File: src/rtl/time_ascii_fmt_if.sv
`timescale 1ns/1ps
`default_nettype none
// ============================================================================
// Module      : time_ascii_fmt_if
// Description : Byte-stream valid/ready link from the time formatter to a
//               UART transmitter.
// Revision    : 1.0  initial release
// ============================================================================
interface time_ascii_fmt_if;
  logic [7:0] tx_data;
  logic       tx_valid;
  logic       tx_ready;

  // Byte producer: presents data/valid, observes ready.
  modport master (output tx_data, output tx_valid, input tx_ready);
  // Byte consumer: observes data/valid, drives ready.
  modport slave  (input tx_data, input tx_valid, output tx_ready);
endinterface
`default_nettype wire

File: src/rtl/time_ascii_fmt.sv
`timescale 1ns/1ps
`default_nettype none
// ============================================================================
// Module      : time_ascii_fmt
// Description : Renders a packed-BCD time word as an ASCII text line and
//               streams it byte by byte over a valid/ready link. A line is
//               sent whenever the seconds byte changes or on a req pulse;
//               at most one further line is queued while a line is in flight.
//               Build option macro TIME_FMT_DATE_EN:
//                 defined   -> "CCYY-MM-DD hh:mm:ss" + EOL
//                 undefined -> "hh:mm:ss" + EOL
// Revision    : 1.0  initial release
// ============================================================================
module time_ascii_fmt #(
  parameter logic [7:0] CENTURY = 8'h20,
  parameter int         CR_EN   = 1
) (
  input  wire logic         clk,
  input  wire logic         rst_n,
  input  wire logic [47:0]  time_num,
  input  wire logic         req,
  output logic              busy,
  time_ascii_fmt_if.master  tx
);

  // Text characters before the end-of-line sequence.
`ifdef TIME_FMT_DATE_EN
  localparam int TEXT_LEN = 19;
`else
  localparam int TEXT_LEN = 8;
`endif
  localparam int         LINE_LEN = TEXT_LEN + ((CR_EN != 0) ? 2 : 1);
  localparam logic [4:0] LAST_IDX = 5'(LINE_LEN - 1);
  localparam logic [4:0] CR_IDX   = 5'(TEXT_LEN);

  typedef enum logic [0:0] {
    IDLE = 1'b0,
    SEND = 1'b1
  } state_t;

  state_t      state;
  logic [47:0] snap;
  logic [4:0]  idx;
  logic        pending;
  logic [7:0]  prev_sec;
  logic        valid;
  logic [7:0]  ch;
  logic        trig;
  logic        xfer;
  logic        last_xfer;

  // One BCD nibble to its ASCII digit; non-decimal nibbles print as '?'.
  function automatic logic [7:0] digit(input logic [3:0] n);
    return (n <= 4'd9) ? (8'h30 + {4'h0, n}) : 8'h3F;
  endfunction

  assign trig      = (time_num[7:0] != prev_sec) || req;
  assign xfer      = valid && tx.tx_ready;
  assign last_xfer = xfer && (idx == LAST_IDX);

  // Character selection from the frozen snapshot at the current line position.
  always_comb begin
    ch = 8'h0A;
    if ((CR_EN != 0) && (idx == CR_IDX)) begin
      ch = 8'h0D;
    end else begin
      case (idx)
`ifdef TIME_FMT_DATE_EN
        5'd0:    ch = digit(CENTURY[7:4]);
        5'd1:    ch = digit(CENTURY[3:0]);
        5'd2:    ch = digit(snap[47:44]);
        5'd3:    ch = digit(snap[43:40]);
        5'd4:    ch = 8'h2D;
        5'd5:    ch = digit(snap[39:36]);
        5'd6:    ch = digit(snap[35:32]);
        5'd7:    ch = 8'h2D;
        5'd8:    ch = digit(snap[31:28]);
        5'd9:    ch = digit(snap[27:24]);
        5'd10:   ch = 8'h20;
        5'd11:   ch = digit(snap[23:20]);
        5'd12:   ch = digit(snap[19:16]);
        5'd13:   ch = 8'h3A;
        5'd14:   ch = digit(snap[15:12]);
        5'd15:   ch = digit(snap[11:8]);
        5'd16:   ch = 8'h3A;
        5'd17:   ch = digit(snap[7:4]);
        5'd18:   ch = digit(snap[3:0]);
`else
        5'd0:    ch = digit(snap[23:20]);
        5'd1:    ch = digit(snap[19:16]);
        5'd2:    ch = 8'h3A;
        5'd3:    ch = digit(snap[15:12]);
        5'd4:    ch = digit(snap[11:8]);
        5'd5:    ch = 8'h3A;
        5'd6:    ch = digit(snap[7:4]);
        5'd7:    ch = digit(snap[3:0]);
`endif
        default: ch = 8'h0A;
      endcase
    end
  end

`ifndef TIME_FMT_DATE_EN
  // The date fields and century prefix have no place in the time-only line.
  logic unused_date;
  assign unused_date = ^{snap[47:24], CENTURY};
`endif

  // Line sequencer: trigger capture, snapshot, byte index and one-deep queue.
  always_ff @(posedge clk) begin
    if (!rst_n) begin
      state    <= IDLE;
      snap     <= 48'h0;
      idx      <= 5'd0;
      pending  <= 1'b0;
      valid    <= 1'b0;
      prev_sec <= time_num[7:0];
    end else begin
      prev_sec <= time_num[7:0];
      case (state)
        IDLE: begin
          if (trig) begin
            snap  <= time_num;
            idx   <= 5'd0;
            valid <= 1'b1;
            state <= SEND;
          end
        end
        SEND: begin
          if (last_xfer) begin
            idx <= 5'd0;
            if (pending || trig) begin
              // Queued line restarts immediately with a fresh snapshot.
              snap    <= time_num;
              pending <= 1'b0;
            end else begin
              valid <= 1'b0;
              state <= IDLE;
            end
          end else begin
            if (xfer) begin
              idx <= idx + 5'd1;
            end
            if (trig) begin
              pending <= 1'b1;
            end
          end
        end
        default: begin
          state <= IDLE;
          valid <= 1'b0;
        end
      endcase
    end
  end

  assign tx.tx_valid = valid;
  assign tx.tx_data  = (state == SEND) ? ch : 8'h00;
  assign busy        = (state == SEND);

endmodule
`default_nettype wire

File: src/flat_wrapper.sv
// flat-port wrapper written by rule: the top's interface ports become plain ports
module time_ascii_fmt_flat 
#(
  parameter logic [7:0] CENTURY = 8'h20,
  parameter int         CR_EN   = 1
)
  (clk, rst_n, time_num, req, busy, tx_tx_data, tx_tx_valid, tx_tx_ready);
  time_ascii_fmt_if tx_i ();
  input  wire logic clk;
  input  wire logic rst_n;
  input  wire logic [47:0] time_num;
  input  wire logic req;
  output logic busy;
  output wire logic [$bits(tx_i.tx_data)-1:0] tx_tx_data;
  output wire logic [$bits(tx_i.tx_valid)-1:0] tx_tx_valid;
  input wire logic [$bits(tx_i.tx_ready)-1:0] tx_tx_ready;
  assign tx_tx_data = tx_i.tx_data;
  assign tx_tx_valid = tx_i.tx_valid;
  assign tx_i.tx_ready = tx_tx_ready;
  time_ascii_fmt #(.CENTURY(CENTURY), .CR_EN(CR_EN)) u_core (.clk(clk), .rst_n(rst_n), .time_num(time_num), .req(req), .busy(busy), .tx(tx_i));
endmodule
File: config.mk
export PLATFORM = sky130hd
export DESIGN_NAME = time_ascii_fmt_flat
export DESIGN_NICKNAME = d
export VERILOG_FILES = /design/src/rtl/time_ascii_fmt_if.sv /design/src/rtl/time_ascii_fmt.sv /design/src/flat_wrapper.sv
export SDC_FILE = /design/constraint.sdc
export NUM_CORES = 1
export LEC_CHECK = 0
export CAP_MARGIN = 20
export CELL_PAD_IN_SITES_DETAIL_PLACEMENT = 1
export CELL_PAD_IN_SITES_GLOBAL_PLACEMENT = 2
export CORE_ASPECT_RATIO = 1.2
export CORE_MARGIN = 2
export CORE_UTILIZATION = 24
export CTS_CLUSTER_DIAMETER = 30
export DETAILED_ROUTE_END_ITERATION = 8
export GPL_ROUTABILITY_DRIVEN = 1
export PLACE_DENSITY_LB_ADDON = 0.1
export SLEW_MARGIN = 20
export SYNTH_ARGS = -nofsm -noshare
export SYNTH_HDL_FRONTEND = slang
export SYNTH_SLANG_ARGS = --single-unit
File: constraint.sdc
create_clock -name clk -period 1.71 [get_ports clk]
set_input_delay 0.342 -clock clk [delete_from_list [all_inputs] [get_ports clk]]
set_output_delay 0.342 -clock clk [all_outputs]
set_load 0.1 [all_outputs]
==> results.md <==
Outcome:
- The run finished, with violations left.
- The final reports fail on setup timing.

Cells and area:
- Of the cells placed in the final design, the portion with a size suffix greater than 1 is 33.6%.
- The final layout contains 388 nets.
- Leaving out fill and tap cells, the most frequent cells in the layout are 59 x sky130_fd_sc_hd__nand2_1, 38 x sky130_fd_sc_hd__buf_4, 32 x sky130_fd_sc_hd__dfxtp_1, 25 x sky130_fd_sc_hd__mux2i_1, 18 x sky130_fd_sc_hd__clkdlybuf4s50_1.
- Leaving out fill and tap cells, the most frequent cell in the layout is sky130_fd_sc_hd__nand2_1.
- After routing the design area is 0.00340 mm^2.
- The growth of design area from synthesis to finish is 60.6%.
- The repair_antennas step left the layout with diodes totalling 0.
- The number of non-filler instances in the completed layout is 450.
- The core occupancy in the finished layout is 39.7%.

Route:
- The violation count after the first detailed-routing iteration is 62.
- In the routed design, unresolved DRC markers number 0.
- Summing over every cut layer, the via total after detailed routing is 2035.
- The total iterations of the first detailed-routing run is 2.
- In this run the remaining antenna-violating nets after routing total 0.
- The total wirelength of the detailed-routed design is 6670 um.
- The wire length per cell after detailed routing is 14.8 um.
- The detailed-route vias per instance is 4.52.

Synth:
- Ranked by total cell area, the synthesized netlist is headed by sky130_fd_sc_hd__dfxtp_1 38%, sky130_fd_sc_hd__mux2i_1 12%, sky130_fd_sc_hd__nand2_1 11%, sky130_fd_sc_hd__a21oi_1 3.5%, sky130_fd_sc_hd__o21a_1 2.8%.
- The number of enable-type register cells in the synthesized netlist is 0.
- During synthesis, Yosys emitted a total of 0 warnings.
- The most common flop cell mapped by yosys is sky130_fd_sc_hd__dfxtp_1.
- The proportion of synthesized flip-flops having asynchronous set or reset is 0%.
- The cell type with the highest aggregate area in the netlist is sky130_fd_sc_hd__dfxtp_1.
- The sequential cell area fraction in the yosys report is 37.8%.
- Of the post-synthesis cell area, the dominant cell type holds 37.8%.
- The number of distinct library cell variants in the gate-level netlist after synthesis is 42.
- The average footprint of a synthesized cell is 8.26 um^2.
- The synthesized instance count is 256.
- Summing every instance area after synthesis gives 0.00212 mm^2.
- The number of register bits inferred by synthesis is 40.

Setup path:
- The start-to-end type of the worst setup path is register to primary output.
- The type of origin of the critical path is a register.
- STA puts the critical path data required time at 1.37 ns.
- The endpoint arrival time on the critical path is 1.98 ns.
- The worst setup path is captured at a primary output.
- The worst register-to-register path has a setup slack of -0.16 ns.
- The worst-path maximum fanout is 4.

Floorplan:
- The placeable core region is 0.00856 mm^2.
- The width of the die is 89.7 um.
- The number of top-level pins is 62.
- Measured along the y axis, the die boundary spans 107 um.
- The total die area is 0.00959 mm^2.
- The number of standard-cell rows in the floorplan is 37.
- Once the floorplan was initialized, standard cells occupied 24.7% of the core.

Clock network:
- No sink is reached through more buffers than the 2 on the longest clock path.
- The clock tree synthesis step divided the H-tree into 2 levels.
- The cts-stage hold buffer count is 0.
- The TritonCTS buffer count is 5.
- The cell sitting at the root of the clock tree is a sky130_fd_sc_hd__clkbuf_8.
- The TritonCTS sink count is 40.
- The later pin in the worst-skew pair is clocked with a latency of 0.29 ns.
- The clock tree from TritonCTS is built.
- Clock-pin slew was measured on the worst setup and hold paths at 0.09 ns.

Placement:
- Input and output buffers added on the ports amount to 35.
- The HPWL after detailed placement is 4760 um.
- Counting tap cells, the placed design contains a total of 435 instances.
- The routability-driven placement congestion ratio is 0.764.
- In this run the cell area measured after placement is 0.00300 mm^2.
- The worst setup slack after placement is -0.608 ns.

Timing:
- The share of the cycle needed by the critical path after routing is 136%.
- The clock tree skew after final layout is 0.00928 ns.
- Setup repair after global routing could not meet its margin everywhere.
- The worst path in the final design needs a cycle of 2.32 ns, including I/O delays and setup.
- The sum of negative setup slack is -6.51 ns.
- The final-report max-slew violation count was 0.
- The final-report hold violation count is 0.
- The count of final setup violators is 30.
- Setup slack on the critical path of the routed design comes to -0.612 ns.
- The highest achievable clock rate is 0.431 GHz.
- The final worst hold slack is 0.337 ns.

Global routing:
- The overall global routing resource usage is 14.4%.
- The wire length of the first global-routing pass is 11100 um.
- Entering global routing, the biggest net connects 46 pins.
- Summed over all layers, the global routing overflow is 0.
- The number of antenna violations at the first check in global routing is 0.
- The via count of the first global-routing pass was 2208.

Power and ir drop:
- The power per cell area is 734 mW/mm^2.
- In this run the static leakage power is 1.39 nW.
- The total chip power is 2.49 mW.
- The peak supply drop is 0.000371 V.

Hold path:
- In this run the worst hold path is classified as input port to register.

Run:
- The count of maximum capacitance violations is 0.
-- power by group --
part	leakage (nW)	internal, mW	switching, mW
Clock	0.0654	0.584	0.346
Sequential	0.334	0.981	0.0531
Combinational	0.995	0.255	0.276
-- cell families (layout without fill, tap and decap cells) --
group                    after synthesis  in the layout  synth area share (%)
multiplexers                          25             25                  11.8
AO/OA/AOI/OAI                         55             55                  17.4
adder cells (fa/ha/maj)                4              4                  2.37
AND/OR/NAND/NOR                      105            105                  22.3
XOR/XNOR                               4              4                  1.66
other                                  1              2                 0.177
flip-flops                            40             40                  37.8
buffers and inverters                 22             98                  6.39
-- per-layer routing --
layer	GRT usage [%]	vias up	routed length, um
met2	27.1	23	3440
met4	2.64	0	30
li1	-	1034	-
met3	2.39	2	156
met5	0	-	0
met1	17.4	976	3030
-- repair_timing --
| item | 4_1_cts | 5_1_grt |
|---|---|---|
| endpoints found under the setup margin | 38 | 37 |
| cloned | 3 | 0 |
| gates resized for setup | 42 | 15 |
| buffers inserted | 5 | 2 |
| pin swaps | 25 | 14 |
| hold endpoints to repair | 0 | 0 |
-- Yosys cell counts, types with 2 or more instances --
master and instances:
sky130_fd_sc_hd__o21a_1 8, sky130_fd_sc_hd__nand2_1 62, sky130_fd_sc_hd__nand3b_1 2, sky130_fd_sc_hd__nor3_1 6
sky130_fd_sc_hd__dfxtp_1 40, sky130_fd_sc_hd__clkbuf_1 8, sky130_fd_sc_hd__ha_1 4, sky130_fd_sc_hd__inv_1 7
sky130_fd_sc_hd__a22oi_1 2, sky130_fd_sc_hd__o21ai_0 7, sky130_fd_sc_hd__a21oi_1 15, sky130_fd_sc_hd__o22ai_1 6
sky130_fd_sc_hd__o2111ai_1 2, sky130_fd_sc_hd__xor2_1 2, sky130_fd_sc_hd__nor2b_1 5, sky130_fd_sc_hd__nand2b_1 2
sky130_fd_sc_hd__a21boi_0 5, sky130_fd_sc_hd__mux2i_1 25, sky130_fd_sc_hd__xnor2_1 2, sky130_fd_sc_hd__and2_1 3
sky130_fd_sc_hd__nor2_1 10, sky130_fd_sc_hd__buf_12 2, sky130_fd_sc_hd__nor4_1 2, sky130_fd_sc_hd__a31oi_1 2
sky130_fd_sc_hd__a32oi_1 2, sky130_fd_sc_hd__nand3_1 7, sky130_fd_sc_hd__buf_4 3
-- critical path, stage by stage (launching register included) --
cell                       delay, ns
sky130_fd_sc_hd__dfxtp_4        0.38
sky130_fd_sc_hd__buf_6          0.10
sky130_fd_sc_hd__ha_4           0.15
sky130_fd_sc_hd__nand2b_4       0.06
sky130_fd_sc_hd__or3_4          0.36
sky130_fd_sc_hd__o22ai_2        0.16
sky130_fd_sc_hd__nor4_2         0.06
sky130_fd_sc_hd__buf_4          0.15
sky130_fd_sc_hd__nor2_4         0.10
sky130_fd_sc_hd__buf_12         0.18
-- cell type report --
class / instances / area [um^2]
clock inverters: 2 / 60.1
well taps: 117 / 146
inverters: 7 / 28.8
fillers: 994 / 5170
flip-flops and latches: 40 / 818
clock buffers: 6 / 72.6
multi-input cells: 195 / 1400
repair buffers: 83 / 868
-- path summary, 6_finish.rpt --
check	startpoint	endpoint	cells past startpoint
max	u_core.idx[0]$_SDFFE_PN0P_	tx_tx_data[1]	9
max reg2reg	u_core.idx[0]$_SDFFE_PN0P_	u_core.snap[15]$_SDFFE_PN0P_	10
min	time_num[1]	u_core.prev_sec[1]$_DFF_P_	2
min reg2reg	u_core.snap[4]$_SDFFE_PN0P_	u_core.snap[4]$_SDFFE_PN0P_	2
-- state kept, by name (all words and copies together), names as in the netlist --
register            flops
u_core.busy             1
u_core.prev_sec         8
u_core.tx.tx_valid      1
u_core.idx              5
u_core.snap            24
u_core.pending          1
No activity file was read; power rests on OpenSTA's default activity.
